===== src/rtl/hazard_freeze_ctrl.sv =====
// Pipeline stall controller: one-cycle RAW/load-use bubble in ID plus a
// multi-cycle global freeze covering a fixed-latency SRAM access in MEM.
module hazard_freeze_ctrl #(
    parameter int WAIT_CYCLES = 5
) (
    input  logic       clk,
    input  logic       rst,
    input  logic       forward_en,
    input  logic [3:0] src1,
    input  logic [3:0] src2,
    input  logic       two_src,
    input  logic [3:0] EXE_dest,
    input  logic       EXE_WB_en,
    input  logic       EXE_MEM_R_en,
    input  logic [3:0] MEM_dest,
    input  logic       MEM_WB_en,
    input  logic       mem_r_en,
    input  logic       mem_w_en,
    output logic       hazard,
    output logic       freeze,
    output logic       mem_ready,
    output logic       mem_busy
);

    typedef enum logic [1:0] {
        IDLE   = 2'd0,
        ACCESS = 2'd1,
        DONE   = 2'd2
    } state_t;

    localparam logic [3:0] CNT_LOAD = 4'(WAIT_CYCLES - 1);

    state_t     state_r;
    logic [3:0] cnt_r;

    logic m1x_s, m2x_s, m1m_s, m2m_s;
    logic raw_hazard_s;
    logic req_s;
    logic freeze_s;

    // Operand-match terms and RAW hazard selection by forwarding mode
    always_comb begin
        m1x_s = EXE_WB_en & (src1 == EXE_dest);
        m2x_s = two_src & EXE_WB_en & (src2 == EXE_dest);
        m1m_s = MEM_WB_en & (src1 == MEM_dest);
        m2m_s = two_src & MEM_WB_en & (src2 == MEM_dest);
        req_s = mem_r_en | mem_w_en;
        if (forward_en) begin
            // With forwarding only a load still in EXE cannot be bypassed
            raw_hazard_s = EXE_MEM_R_en & (m1x_s | m2x_s);
        end else begin
            raw_hazard_s = m1x_s | m2x_s | m1m_s | m2m_s;
        end
    end

    // Freeze decode: combinational in IDLE so a new access stalls immediately
    always_comb begin
        freeze_s = 1'b0;
        case (state_r)
            IDLE:    freeze_s = req_s;
            ACCESS:  freeze_s = 1'b1;
            DONE:    freeze_s = 1'b0;
            default: freeze_s = 1'b0;
        endcase
    end

    // Output gating: everything is held low while reset is asserted
    always_comb begin
        if (rst) begin
            freeze    = 1'b0;
            hazard    = 1'b0;
            mem_ready = 1'b0;
            mem_busy  = 1'b0;
        end else begin
            freeze    = freeze_s;
            hazard    = raw_hazard_s & ~freeze_s;
            mem_ready = (state_r == DONE);
            mem_busy  = (state_r != IDLE);
        end
    end

    // SRAM access FSM with wait-state down-counter
    always_ff @(posedge clk) begin
        if (rst) begin
            state_r <= IDLE;
            cnt_r   <= 4'd0;
        end else begin
            case (state_r)
                IDLE: begin
                    if (req_s) begin
                        cnt_r   <= CNT_LOAD;
                        state_r <= ACCESS;
                    end else begin
                        state_r <= IDLE;
                    end
                end
                ACCESS: begin
                    if (cnt_r == 4'd1) begin
                        state_r <= DONE;
                    end else begin
                        cnt_r   <= cnt_r - 4'd1;
                        state_r <= ACCESS;
                    end
                end
                // Pipeline advances here; the next MEM instruction is seen in IDLE
                DONE: begin
                    state_r <= IDLE;
                end
                default: begin
                    state_r <= IDLE;
                    cnt_r   <= 4'd0;
                end
            endcase
        end
    end

endmodule


===== config.mk =====
export PLATFORM = sky130hd
export DESIGN_NAME = hazard_freeze_ctrl
export DESIGN_NICKNAME = d
export VERILOG_FILES = /design/src/rtl/hazard_freeze_ctrl.sv
export SDC_FILE = /design/constraint.sdc
export NUM_CORES = 1
export LEC_CHECK = 0
export CAP_MARGIN = 10
export CORE_ASPECT_RATIO = 1.4
export CORE_UTILIZATION = 30
export DETAILED_ROUTE_END_ITERATION = 10
export GPL_TIMING_DRIVEN = 1
export PLACE_DENSITY = 0.65
export SYNTH_ARGS = -nofsm -noshare
export SYNTH_HDL_FRONTEND = slang
export SYNTH_SLANG_ARGS = --single-unit

===== constraint.sdc =====
create_clock -name clk -period 1.4 [get_ports clk]
set_clock_uncertainty 0.1 [all_clocks]
set_input_delay 0.42 -clock clk [delete_from_list [all_inputs] [get_ports clk]]
set_output_delay 0.42 -clock clk [all_outputs]
set_load 0.005 [all_outputs]

==> results of run 1 <==
==> metrics by stage <==
step / hold WS, ns / util, % / TNS, ns
after floorplan: 0.334 / - / -0.156
after global placement: 0.372 / 54.2 / -5.63
after detailed placement: 0.385 / 54.2 / -5.77
after CTS: 0.355 / 62.4 / -1.16
after global routing: 0.349 / 66.9 / -1.39
final: 0.352 / 66.9 / -1.05
==> sequential cells by signal, indices dropped and copies added, names as in the netlist <==
name and flops:
state_r 2, cnt_r 4
==> timing repair <==
action,in CTS,in global routing
setup endpoints to repair,8,8
gates resized for setup,111,22
buffers inserted,16,4
pin swaps,21,14
==> worst max-delay path, delay by kind of cell <==
| family | cells | cell delay [ns] |
|---|---|---|
| buf+inv | 3 | 0.34 |
| simple gates | 1 | 0.22 |
| compound gates | 2 | 0.19 |
| xor+xnor | 1 | 0.17 |
==> layout by cell type, fill, tap and decap left out, drive strengths merged, types with 2 or more instances in the layout <==
cell	n
inv	5
ha	2
clkbuf	4
xnor2	3
nor4	2
dfxtp	6
nor3	6
nand2	2
clkdlybuf4s50	4
o22ai	2
a21oi	3
nor2	3
buf	50
clkdlybuf4s15	3
a31oi	3
xor2	14
or3	2
==> final cells by class <==
type                       count  area (um2)
timing repair buffer          59         482
inverter                       5        21.3
fill                         156         597
tap                           20        25.0
multi-input combinational     53         529
sequential                     6         125
clock buffer                   3        22.5
==> worst paths after layout <==
| path | from | to | slack (ns) |
|---|---|---|---|
| hold / removal | rst | cnt_r[1] | 0.35 |
| setup / recovery | src1[1] | hazard | -0.46 |
| setup reg to reg | cnt_r[0] | cnt_r[3] | -0.11 |
| hold reg to reg | cnt_r[3] | cnt_r[3] | 0.45 |
==> power groups by stage <==
stage	clock network, mW	registers [mW]	logic (mW)
after detailed placement	0	0.208	0.303
after global routing	0.174	0.214	0.451
after CTS	0.161	0.206	0.362
after global placement	0	0.207	0.298
after floorplan	0	0.204	0.153
final	0.160	0.213	0.421
==> routing by layer <==
layer  GRT usage, %  vias to the layer above  share of wire (%)
li1               -                      351                  -
met1           18.5                      335                 36
met2           39.2                       27                 59
met3           1.24                        4                4.0
met4           10.3                        0                1.2
met5              0                        -                  0
==> kinds of logic after synthesis <==
logic type | Yosys count
DFF | 6
adders and majority gates | 2
buffers and inverters | 7
xor gates and xnor gates | 17
muxes | 1
and+or+nand+nor | 21
AOI/OAI and AO/OA | 12
==> impl_metrics.prom, run 1 <==
# TYPE chip_impl_metric gauge
chip_impl_info{name="result_of_the_run",value="finished with violations"} 1
chip_impl_info{name="failing_checks",value="negative setup slack"} 1
chip_impl_metric{name="post-route-drc-count",unit=""} 0
chip_impl_metric{name="finalWirelength",unit="um"} 1970
chip_impl_metric{name="avgSynthCellArea",unit="um2"} 8.80
chip_impl_info{name="worst_path_max_delay_cell",value="sky130_fd_sc_hd__nor4_2"} 1
chip_impl_metric{name="powerDensity",unit="nW/um2"} 659
chip_impl_metric{name="detailed_place_hpwl",unit="um"} 1270
chip_impl_metric{name="synthMuxAreaShare",unit="%"} 1.72
chip_impl_info{name="synth_top_family_by_area",value="XOR/XNOR gates"} 1
chip_impl_metric{name="cts.htree.levels",unit=""} 1
chip_impl_metric{name="post-route-period-util",unit="%"} 133
chip_impl_metric{name="net-switching-power",unit="mW"} 0.251
chip_impl_metric{name="share_seq_of_total_power",unit="%"} 26.8
chip_impl_info{name="cts_tree",value="yes"} 1
chip_impl_metric{name="die-height",unit="um"} 54.1
chip_impl_metric{name="post_synth_and_or_nand_nor_area_fraction",unit="%"} 23.3
chip_impl_metric{name="synthAdderAreaFrac",unit="%"} 4.31
chip_impl_info{name="synth_area_leaders",value="sky130_fd_sc_hd__xor2_1 21%, sky130_fd_sc_hd__dfxtp_1 21%, sky130_fd_sc_hd__nor3_1 5.2%"} 1
chip_impl_metric{name="yosys_register_bits",unit=""} 6
chip_impl_info{name="post_synth_most_frequent_cells",value="14 x sky130_fd_sc_hd__xor2_1, 6 x sky130_fd_sc_hd__dfxtp_1, 6 x sky130_fd_sc_hd__nor3_1, 5 x sky130_fd_sc_hd__inv_1"} 1
chip_impl_metric{name="design.final.nets",unit=""} 155
chip_impl_metric{name="antenna_found_initial",unit=""} 0
chip_impl_metric{name="dpl_worst_slack",unit="ns"} -1.18
chip_impl_info{name="timing.critical_path.from_type",value="input pin"} 1
chip_impl_metric{name="cts_made_buffers",unit=""} 3
chip_impl_metric{name="routed_via_density",unit=""} 4.91
chip_impl_info{name="synth_top_flop_cell",value="sky130_fd_sc_hd__dfxtp_1"} 1
chip_impl_metric{name="edff_count_synth",unit=""} 0
chip_impl_metric{name="timing.critical_path.slowest_cell_delay",unit="ns"} 0.22
chip_impl_metric{name="drtIter0Drc",unit=""} 11
chip_impl_metric{name="netlist_instances",unit=""} 66
chip_impl_metric{name="synthArstFlopShare",unit="%"} 0
chip_impl_metric{name="cell_internal_pwr",unit="mW"} 0.543
chip_impl_metric{name="post-route-min-period",unit="ns"} 1.86
chip_impl_metric{name="worst-slew-pin-transition",unit="ns"} 0.224
chip_impl_metric{name="synth.yosys.seq_area_share",unit="%"} 20.7
chip_impl_metric{name="core-area",unit="um2"} 1800
chip_impl_metric{name="synth_compound_area_share",unit="%"} 17.2
chip_impl_metric{name="instances_no_fill",unit=""} 146
chip_impl_metric{name="total_power_consumption",unit="mW"} 0.793
chip_impl_metric{name="dp_cells",unit=""} 126
chip_impl_info{name="path_common_cell",value="sky130_fd_sc_hd__buf_6"} 1
chip_impl_metric{name="layout-drive-gt1-share",unit="%"} 67.5
chip_impl_metric{name="drv.max_cap_violation_count",unit=""} 0
chip_impl_info{name="rsz_0062_raised_after_global_routing",value="true"} 1
chip_impl_metric{name="clkLatencyLatePin",unit="ns"} 0.24
chip_impl_metric{name="clockBufferDepth",unit=""} 2
chip_impl_metric{name="globalRouteTotalUtil",unit="%"} 19.5
chip_impl_metric{name="comb_power_share",unit="%"} 53.1
chip_impl_metric{name="syn-cell-area",unit="um2"} 581
chip_impl_metric{name="final_weighted_congestion_in_routability_driven_placement",unit=""} 0.727
chip_impl_metric{name="start_util",unit="%"} 32.2
chip_impl_metric{name="finalSetupViolations",unit=""} 8
chip_impl_metric{name="postLayoutCellArea",unit="um2"} 1200
chip_impl_metric{name="max_slew_headroom",unit="%"} 84.9
chip_impl_metric{name="cts.clk_slew.worst_paths",unit="ns"} 0.04
chip_impl_metric{name="clock_power_share",unit="%"} 20.1
chip_impl_metric{name="switching_share_of_total_power",unit="%"} 31.6
chip_impl_metric{name="finalHoldViolations",unit=""} 0
chip_impl_info{name="timing_worst_setup_path_type",value="in2out"} 1
chip_impl_info{name="most_frequently_used_cell_type_in_the_post_synthesis_netlist",value="sky130_fd_sc_hd__xor2_1"} 1
chip_impl_metric{name="worst_r2r_path_depth",unit=""} 4
chip_impl_metric{name="yosys.area_share.xor_xnor",unit="%"} 25.6
chip_impl_metric{name="synth.lib_cells_used.distinct",unit=""} 26
chip_impl_metric{name="num_antenna_cells",unit=""} 0
chip_impl_metric{name="route.vias.total",unit=""} 717
chip_impl_metric{name="clkSinkCount",unit=""} 6
chip_impl_info{name="synthDominantAreaCellType",value="sky130_fd_sc_hd__xor2_1"} 1
chip_impl_metric{name="required",unit="ns"} 0.88
chip_impl_metric{name="critical_path_arrival",unit="ns"} 1.34
chip_impl_metric{name="syn2layout_area_growth",unit="%"} 108
chip_impl_metric{name="maxSlewViolCount",unit=""} 0
chip_impl_metric{name="dr_wl_cell",unit="um"} 13.5
chip_impl_metric{name="ioPinCount",unit=""} 29
chip_impl_metric{name="path_max_fanout",unit=""} 2
chip_impl_metric{name="grt_pass1_vias",unit=""} 699
chip_impl_metric{name="fp.dieArea",unit="um2"} 2120
chip_impl_info{name="crit_path_end_kind",value="output port"} 1
chip_impl_metric{name="detail-route-antenna-nets",unit=""} 0
chip_impl_metric{name="firstDrtPassIters",unit=""} 3
chip_impl_metric{name="first_pass_grt_wire_length",unit="um"} 2760
chip_impl_info{name="hold_path_class",value="in2reg"} 1
chip_impl_metric{name="placed_cell_area",unit="um2"} 976
chip_impl_info{name="critical_path.cell_chain",value="buf_6, buf_6, xor2_2, nor4_2, a31oi_1, o22ai_1, buf_2"} 1
chip_impl_metric{name="port-buffer-count",unit=""} 28
chip_impl_metric{name="synth.net_count",unit=""} 93
chip_impl_metric{name="worstHoldPathCells",unit=""} 3
chip_impl_metric{name="globalRoute.totalOverflow",unit=""} 0
chip_impl_info{name="cts_root_buf",value="sky130_fd_sc_hd__clkbuf_4"} 1
chip_impl_metric{name="synth_top_area_share",unit="%"} 21.1
chip_impl_metric{name="yosys_warnings",unit=""} 0
chip_impl_metric{name="static_leakage",unit="nW"} 0.537
chip_impl_metric{name="fmaxAchievable",unit="MHz"} 538
chip_impl_metric{name="ir_drop",unit="uV"} 348
chip_impl_metric{name="largest_net_degree_at_the_start_of_global_routing",unit=""} 7
chip_impl_metric{name="holdBufCountCts",unit=""} 0
chip_impl_metric{name="layout_setup_ws",unit="ns"} -0.459
chip_impl_metric{name="core.rowCount",unit=""} 18
chip_impl_metric{name="die_x",unit="um"} 39.2
Power figures use the tool's default switching activity.
==> run 2: changes to the inputs <==
--- a/config.mk
+++ b/config.mk
@@ -6,11 +6,11 @@
 export NUM_CORES = 1
 export LEC_CHECK = 0
 export CAP_MARGIN = 10
-export CORE_ASPECT_RATIO = 1.4
-export CORE_UTILIZATION = 30
+export CORE_UTILIZATION = 35
 export DETAILED_ROUTE_END_ITERATION = 10
 export GPL_TIMING_DRIVEN = 1
-export PLACE_DENSITY = 0.65
+export PLACE_DENSITY = 0.74
 export SYNTH_ARGS = -nofsm -noshare
 export SYNTH_HDL_FRONTEND = slang
 export SYNTH_SLANG_ARGS = --single-unit
+export TNS_END_PERCENT = 100
==> impl_metrics.prom, run 2 (same netlist as run 1, synthesis figures left out) <==
# TYPE chip_impl_metric gauge
chip_impl_metric{name="post-route-min-period",unit="ns"} 1.83
chip_impl_metric{name="fin_worst_hold_slack",unit="ns"} 0.362
chip_impl_metric{name="final_weighted_congestion_in_routability_driven_placement",unit=""} 0.768
chip_impl_metric{name="die-height",unit="um"} 42.7
chip_impl_metric{name="powerDensity",unit="nW/um2"} 689
chip_impl_metric{name="globalRoute.totalOverflow",unit=""} 0
chip_impl_info{name="most-common-layout-cells",value="14 x sky130_fd_sc_hd__xor2_1, 14 x sky130_fd_sc_hd__buf_2, 13 x sky130_fd_sc_hd__buf_4"} 1
chip_impl_metric{name="layout_setup_ws",unit="ns"} -0.429
chip_impl_metric{name="port-buffer-count",unit=""} 28
chip_impl_info{name="rsz_0062_raised_after_global_routing",value="true"} 1
chip_impl_info{name="largestRegisters",value="cnt_r (4), state_r (2)"} 1
chip_impl_metric{name="worst-slew-pin-transition",unit="ns"} 0.263
chip_impl_metric{name="syn2layout_area_growth",unit="%"} 81.3
chip_impl_info{name="failing_checks",value="negative setup slack"} 1
chip_impl_metric{name="die_x",unit="um"} 42.7
chip_impl_metric{name="static_leakage",unit="nW"} 0.464
chip_impl_metric{name="num_antenna_cells",unit=""} 0
chip_impl_metric{name="start_util",unit="%"} 38.1
chip_impl_metric{name="finalWirelength",unit="um"} 1690
chip_impl_info{name="timing.critical_path.from_type",value="input pin"} 1
chip_impl_metric{name="detailed_place_hpwl",unit="um"} 1190
chip_impl_metric{name="layout-drive-gt1-share",unit="%"} 57.0
chip_impl_metric{name="critical_path_arrival",unit="ns"} 1.31
chip_impl_metric{name="holdBufCountCts",unit=""} 0
chip_impl_info{name="result_of_the_run",value="finished with violations"} 1
chip_impl_metric{name="finalHoldViolations",unit=""} 0
chip_impl_info{name="cts_root_buf",value="sky130_fd_sc_hd__clkbuf_4"} 1
chip_impl_metric{name="dr_wl_cell",unit="um"} 13.0
chip_impl_info{name="cts_tree",value="yes"} 1
chip_impl_metric{name="path_max_fanout",unit=""} 1
chip_impl_metric{name="detail-route-antenna-nets",unit=""} 0
chip_impl_metric{name="design.final.nets",unit=""} 143
chip_impl_metric{name="clkLatencyLatePin",unit="ns"} 0.25
chip_impl_metric{name="drtIter0Drc",unit=""} 12
chip_impl_info{name="timing_worst_setup_path_type",value="in2out"} 1
chip_impl_info{name="regMostFlops",value="cnt_r"} 1
chip_impl_metric{name="antenna_found_initial",unit=""} 0
chip_impl_metric{name="multi_input_comb_area",unit="um2"} 485
chip_impl_metric{name="globalRouteTotalUtil",unit="%"} 18.3
chip_impl_metric{name="largest_register_ffs",unit=""} 4
chip_impl_metric{name="clockBufferDepth",unit=""} 2
chip_impl_metric{name="ir_drop",unit="uV"} 280
chip_impl_info{name="crit_path_end_kind",value="output port"} 1
chip_impl_metric{name="route.vias.total",unit=""} 677
chip_impl_metric{name="layout.area.seq",unit="um2"} 126
chip_impl_metric{name="grt_pass1_vias",unit=""} 671
chip_impl_metric{name="post-route-drc-count",unit=""} 0
chip_impl_metric{name="firstDrtPassIters",unit=""} 4
chip_impl_metric{name="first_pass_grt_wire_length",unit="um"} 2570
chip_impl_metric{name="post-route-period-util",unit="%"} 131
chip_impl_metric{name="core.rowCount",unit=""} 14
chip_impl_metric{name="cts.htree.levels",unit=""} 1
chip_impl_metric{name="cts_made_buffers",unit=""} 3
chip_impl_metric{name="fp.dieArea",unit="um2"} 1830
chip_impl_metric{name="clkSinkCount",unit=""} 6
chip_impl_metric{name="maxSlewViolCount",unit=""} 0
chip_impl_metric{name="drv.max_cap_violation_count",unit=""} 0
chip_impl_metric{name="worstHoldPathCells",unit=""} 2
chip_impl_metric{name="cts.clk_slew.worst_paths",unit="ns"} 0.04
chip_impl_info{name="hold_path_class",value="reg2reg"} 1
chip_impl_metric{name="max_slew_headroom",unit="%"} 82.4
chip_impl_metric{name="routed_via_density",unit=""} 5.21
chip_impl_metric{name="required",unit="ns"} 0.88
chip_impl_metric{name="fmaxAchievable",unit="MHz"} 547
chip_impl_metric{name="setup_tns",unit="ns"} -1.03
chip_impl_metric{name="worst_r2r_path_depth",unit=""} 6
chip_impl_metric{name="largest_net_degree_at_the_start_of_global_routing",unit=""} 9
chip_impl_metric{name="finalSetupViolations",unit=""} 7
chip_impl_metric{name="ioPinCount",unit=""} 29
chip_impl_metric{name="fill_cells",unit=""} 125
chip_impl_metric{name="core-area",unit="um2"} 1520
-- run 2: changes by cell type in the layout (fill, tap and decap cells not counted), moves of 2 or more --
cell / before / now
sky130_fd_sc_hd__nor4_1: 0 / 2
sky130_fd_sc_hd__buf_6: 14 / 10
sky130_fd_sc_hd__buf_4: 23 / 13
sky130_fd_sc_hd__dfxtp_2: 4 / 2
sky130_fd_sc_hd__xor2_1: 12 / 14
sky130_fd_sc_hd__nor4_2: 2 / 0
sky130_fd_sc_hd__xor2_2: 2 / 0
-- run 2: where the power goes --
group | switching, mW | leakage, nW | internal [mW]
Clock | 0.0705 | 0.0138 | 0.0975
Sequential | 0.0201 | 0.0509 | 0.193
Combinational | 0.142 | 0.400 | 0.203
Total | 0.233 | 0.464 | 0.493
-- run 2: cell type report --
class,instances,share of cell area (%)
sequential,6,12.0
tap,16,1.90
clock buffer,3,2.14
multi-input combinational,53,46.1
inverter,5,2.02
timing repair buffer,47,35.8
-- run 2: metal layers --
metal | GRT usage, % | routed length (um)
met1 | 20.9 | 665
met2 | 32.4 | 898
met3 | 3.83 | 91
met4 | 7.50 | 30
met5 | 0 | 0
-- run 2: worst paths after layout --
kind / slack (ns) / to / start
worst min-delay path: 0.36 / cnt_r[1] / cnt_r[1]
worst max register to register: -0.06 / cnt_r[2] / state_r[0]
worst max-delay path: -0.43 / hazard / EXE_MEM_R_en
worst min register to register: 0.36 / cnt_r[1] / cnt_r[1]
-- run 2: repair_timing --
item / in CTS / in global routing
buffers inserted: 2 / 4
pin swaps: 14 / 9
resized for setup: 90 / 30
setup endpoints to repair: 8 / 8
-- run 2: stage by stage --
step | power, mW | cells | area, um2 | utilization, % | setup slack, ns
after floorplan | 0.357 | 66 | 588 | - | -0.156
after global placement | 0.494 | 121 | 963 | 63.2 | -1.19
after detailed placement | 0.500 | 121 | 963 | 63.2 | -1.17
after CTS | 0.661 | 126 | 947 | 62.2 | -0.440
after global routing | 0.782 | 130 | 1050 | 69.0 | -0.497
final | 0.725 | 130 | 1050 | 69.0 | -0.429
-- run 2: worst max-delay path, cell delays in order --
cell and delay [ns]:
sky130_fd_sc_hd__clkdlybuf4s50_1 0.44, sky130_fd_sc_hd__nand2b_1 0.09, sky130_fd_sc_hd__nand3_1 0.07, sky130_fd_sc_hd__o22ai_1 0.15, sky130_fd_sc_hd__buf_2 0.13
==> run 3: changes to the inputs <==
--- a/config.mk
+++ b/config.mk
@@ -5,11 +5,12 @@
 export SDC_FILE = /design/constraint.sdc
 export NUM_CORES = 1
 export LEC_CHECK = 0
+export ABC_AREA = 1
 export CAP_MARGIN = 10
-export CORE_UTILIZATION = 35
+export CORE_UTILIZATION = 41
 export DETAILED_ROUTE_END_ITERATION = 10
 export GPL_TIMING_DRIVEN = 1
-export PLACE_DENSITY = 0.74
+export PLACE_DENSITY = 0.79
 export SYNTH_ARGS = -nofsm -noshare
 export SYNTH_HDL_FRONTEND = slang
 export SYNTH_SLANG_ARGS = --single-unit
==> constraint.sdc (replaced) <==
create_clock -name clk -period 2 [get_ports clk]
set_clock_uncertainty 0.1 [all_clocks]
set_input_delay 0.6 -clock clk [delete_from_list [all_inputs] [get_ports clk]]
set_output_delay 0.6 -clock clk [all_outputs]
set_load 0.005 [all_outputs]
==> impl_metrics.prom, run 3 <==
# TYPE chip_impl_metric gauge
chip_impl_metric{name="fp.dieArea",unit="um2"} 1770
chip_impl_metric{name="required",unit="ns"} 1.30
chip_impl_metric{name="ioPinCount",unit=""} 29
chip_impl_metric{name="largest_register_ffs",unit=""} 4
chip_impl_metric{name="layout-drive-gt1-share",unit="%"} 38.4
chip_impl_metric{name="dr_wl_cell",unit="um"} 10.9
chip_impl_info{name="largestRegisters",value="cnt_r (4), state_r (2)"} 1
chip_impl_metric{name="post-route-min-period",unit="ns"} 2.10
chip_impl_metric{name="comb_power_share",unit="%"} 44.9
chip_impl_metric{name="clkLatencyLatePin",unit="ns"} 0.25
chip_impl_metric{name="clock_power_share",unit="%"} 24.5
chip_impl_metric{name="drv.max_cap_violation_count",unit=""} 0
chip_impl_metric{name="switching_share_of_total_power",unit="%"} 35.6
chip_impl_info{name="cts_tree",value="yes"} 1
chip_impl_metric{name="grt_pass1_vias",unit=""} 688
chip_impl_metric{name="cts_made_buffers",unit=""} 3
chip_impl_info{name="hold_path_class",value="reg2reg"} 1
chip_impl_info{name="post_synth_most_frequent_cells",value="33 x sky130_fd_sc_hd__nand2_1, 19 x sky130_fd_sc_hd__inv_1, 17 x sky130_fd_sc_hd__nor2_1, 7 x sky130_fd_sc_hd__xor2_1, 6 x sky130_fd_sc_hd__dfxtp_1"} 1
chip_impl_metric{name="fin_worst_hold_slack",unit="ns"} 0.426
chip_impl_metric{name="share_seq_of_total_power",unit="%"} 30.6
chip_impl_info{name="synth_area_leaders",value="sky130_fd_sc_hd__nand2_1 19%, sky130_fd_sc_hd__dfxtp_1 18%, sky130_fd_sc_hd__inv_1 11%"} 1
chip_impl_metric{name="maxSlewViolCount",unit=""} 0
chip_impl_info{name="synthDominantAreaCellType",value="sky130_fd_sc_hd__nand2_1"} 1
chip_impl_info{name="crit_path_end_kind",value="output port"} 1
chip_impl_metric{name="post-route-drc-count",unit=""} 0
chip_impl_metric{name="routed_via_density",unit=""} 4.56
chip_impl_metric{name="ir_drop",unit="uV"} 307
chip_impl_info{name="timing_worst_setup_path_type",value="in2out"} 1
chip_impl_metric{name="static_leakage",unit="nW"} 0.601
chip_impl_metric{name="layout_setup_ws",unit="ns"} -0.105
chip_impl_info{name="cp-startpoint",value="mem_w_en"} 1
chip_impl_metric{name="syn-cell-area",unit="um2"} 658
chip_impl_metric{name="die_x",unit="um"} 42.1
chip_impl_metric{name="port-buffer-count",unit=""} 28
chip_impl_info{name="most-common-layout-cells",value="28 x sky130_fd_sc_hd__nand2_1, 15 x sky130_fd_sc_hd__inv_1, 12 x sky130_fd_sc_hd__nor2_1"} 1
chip_impl_metric{name="start_util",unit="%"} 43.7
chip_impl_metric{name="grt_use_met3",unit="%"} 6.47
chip_impl_metric{name="syn2layout_area_growth",unit="%"} 58.4
chip_impl_metric{name="fill_cells",unit=""} 150
chip_impl_metric{name="cts.clk_slew.worst_paths",unit="ns"} 0.05
chip_impl_metric{name="total_power_consumption",unit="mW"} 0.478
chip_impl_metric{name="firstDrtPassIters",unit=""} 2
chip_impl_metric{name="drtIter0Drc",unit=""} 2
chip_impl_metric{name="globalRoute.totalOverflow",unit=""} 0
chip_impl_metric{name="powerDensity",unit="nW/um2"} 458
chip_impl_info{name="regMostFlops",value="cnt_r"} 1
chip_impl_metric{name="antenna_found_initial",unit=""} 0
chip_impl_metric{name="worst-slew-pin-transition",unit="ns"} 0.246
chip_impl_metric{name="regToRegSetupSlack",unit="ns"} 0.60
chip_impl_metric{name="final_weighted_congestion_in_routability_driven_placement",unit=""} 0.821
chip_impl_metric{name="synth.lib_cells_used.distinct",unit=""} 21
chip_impl_metric{name="path_max_fanout",unit=""} 2
chip_impl_metric{name="clkSinkCount",unit=""} 6
chip_impl_metric{name="die-height",unit="um"} 42.1
chip_impl_info{name="cts_root_buf",value="sky130_fd_sc_hd__clkbuf_4"} 1
chip_impl_metric{name="dpl_worst_slack",unit="ns"} -0.944
chip_impl_metric{name="core-area",unit="um2"} 1510
chip_impl_metric{name="synth.yosys.seq_area_share",unit="%"} 18.3
chip_impl_metric{name="edff_count_synth",unit=""} 0
chip_impl_metric{name="design.final.nets",unit=""} 180
chip_impl_metric{name="largest_net_degree_at_the_start_of_global_routing",unit=""} 7
chip_impl_metric{name="critical_path_arrival",unit="ns"} 1.40
chip_impl_metric{name="synth.net_count",unit=""} 141
chip_impl_metric{name="yosys_register_bits",unit=""} 6
chip_impl_info{name="layout.cells.most_common",value="sky130_fd_sc_hd__nand2_1"} 1
chip_impl_metric{name="net-switching-power",unit="mW"} 0.170
chip_impl_metric{name="route.vias.total",unit=""} 762
chip_impl_metric{name="cell_internal_pwr",unit="mW"} 0.307
chip_impl_metric{name="holdBufCountCts",unit=""} 0
chip_impl_info{name="synth_top_flop_cell",value="sky130_fd_sc_hd__dfxtp_1"} 1
chip_impl_metric{name="finalWirelength",unit="um"} 1820
chip_impl_metric{name="synthArstFlopShare",unit="%"} 0
chip_impl_info{name="result_of_the_run",value="finished with violations"} 1
chip_impl_metric{name="globalRouteTotalUtil",unit="%"} 21.7
chip_impl_metric{name="core.rowCount",unit=""} 14
chip_impl_metric{name="finalHoldViolations",unit=""} 0
chip_impl_metric{name="use_met2",unit="%"} 35.3
chip_impl_metric{name="finish.utilization",unit="%"} 69.2
chip_impl_metric{name="multi_input_comb_area",unit="um2"} 498
chip_impl_metric{name="finalSetupViolations",unit=""} 1
chip_impl_metric{name="num_antenna_cells",unit=""} 0
chip_impl_info{name="top_usage_layer",value="met2"} 1
chip_impl_metric{name="fmaxAchievable",unit="MHz"} 475
chip_impl_info{name="hold_start",value="cnt_r[0]"} 1
chip_impl_info{name="critical_path.reg2reg.startpoint",value="cnt_r[1]"} 1
chip_impl_info{name="failing_checks",value="negative setup slack"} 1
chip_impl_metric{name="max_slew_headroom",unit="%"} 83.4
chip_impl_metric{name="first_pass_grt_wire_length",unit="um"} 2880
chip_impl_metric{name="yosys_warnings",unit=""} 0
chip_impl_metric{name="synth_top_area_share",unit="%"} 18.8
chip_impl_info{name="rsz_0062_raised_after_global_routing",value="true"} 1
chip_impl_info{name="timing.critical_path.from_type",value="input pin"} 1
chip_impl_metric{name="detailed_place_hpwl",unit="um"} 1380
chip_impl_metric{name="post-route-period-util",unit="%"} 105
chip_impl_metric{name="met1_track_utilization_from_global_routing",unit="%"} 25.7
chip_impl_metric{name="clockBufferDepth",unit=""} 2
chip_impl_metric{name="cts.htree.levels",unit=""} 1
chip_impl_metric{name="netlist_instances",unit=""} 114
chip_impl_metric{name="avgSynthCellArea",unit="um2"} 5.77
chip_impl_info{name="most_frequently_used_cell_type_in_the_post_synthesis_netlist",value="sky130_fd_sc_hd__nand2_1"} 1
chip_impl_metric{name="detail-route-antenna-nets",unit=""} 0
chip_impl_metric{name="layout.area.seq",unit="um2"} 120
[run 3: cell types whose count changed after synthesis, sizes merged, moves of 2 or more]
cell	delta
xnor2	-2
nor4	-2
inv	+17
a31oi	-3
o22ai	-2
nand2	+36
nand3	+2
buf	-2
nor2	+16
o21ai	+5
nor3	-4
or3	-2
xor2	-7
[run 3: repair_timing]
action,4_1_cts,5_1_grt
resized for setup,54,61
setup buffers,0,0
hold endpoints to repair,0,0
setup endpoints to repair,4,3
pin swaps,11,25
cloned,0,0
[run 3: worst paths after layout]
kind | end | depth (start not counted)
min reg2reg | cnt_r[0] | 2
max reg2reg | cnt_r[3] | 8
min | cnt_r[0] | 2
max | hazard | 7
[run 3: critical path, cell delays in order]
cell and delay (ns):
sky130_fd_sc_hd__dlygate4sd2_1 0.25, sky130_fd_sc_hd__nor2_2 0.10, sky130_fd_sc_hd__nand2_2 0.09, sky130_fd_sc_hd__nand2_4 0.08, sky130_fd_sc_hd__nand2_2 0.05, sky130_fd_sc_hd__a21oi_1 0.11, sky130_fd_sc_hd__buf_2 0.13
[run 3: area by class of cell]
type / count / area share (%)
clock buffers: 3 / 2.16
flip-flops and latches: 6 / 11.5
inverters: 23 / 8.64
repair buffers: 34 / 28.0
multi-input cells: 85 / 47.8
well taps: 16 / 1.92
[run 3: routing by layer]
layer | up-vias | wire length, um
met5 | - | 0
met4 | 0 | 40
met3 | 5 | 49
met2 | 15 | 941
met1 | 324 | 793
li1 | 418 | -
[run 3: per-stage QoR]
step,cell area (um2),setup TNS (ns),std cells
finish,1040,-0.105,167
global route,1040,-0.212,167
CTS,1010,-0.222,167
detailed placement,1000,-2.52,164
global placement,1000,-2.48,164
floorplan,658,0,114
[run 3: cells by family (layout without fill, tap and decap cells)]
logic type                 Yosys count  after routing  synth area share (%)
and+or+nand+nor                     63             63                  43.2
buffers and inverters               23             60                  13.1
DFF                                  6              6                  18.3
AOI/OAI and AO/OA                   12             12                  11.0
xor gates and xnor gates             8              8                  10.6
adders and majority gates            2              2                  3.80
[run 3: power groups by stage]
| stage | clock (mW) | sequential [mW] | combinational [mW] |
|---|---|---|---|
| finish | 0.117 | 0.146 | 0.214 |
| global route | 0.128 | 0.147 | 0.238 |
| CTS | 0.121 | 0.145 | 0.198 |
| detailed placement | 0 | 0.147 | 0.208 |
| global placement | 0 | 0.147 | 0.203 |
| floorplan | 0 | 0.146 | 0.112 |
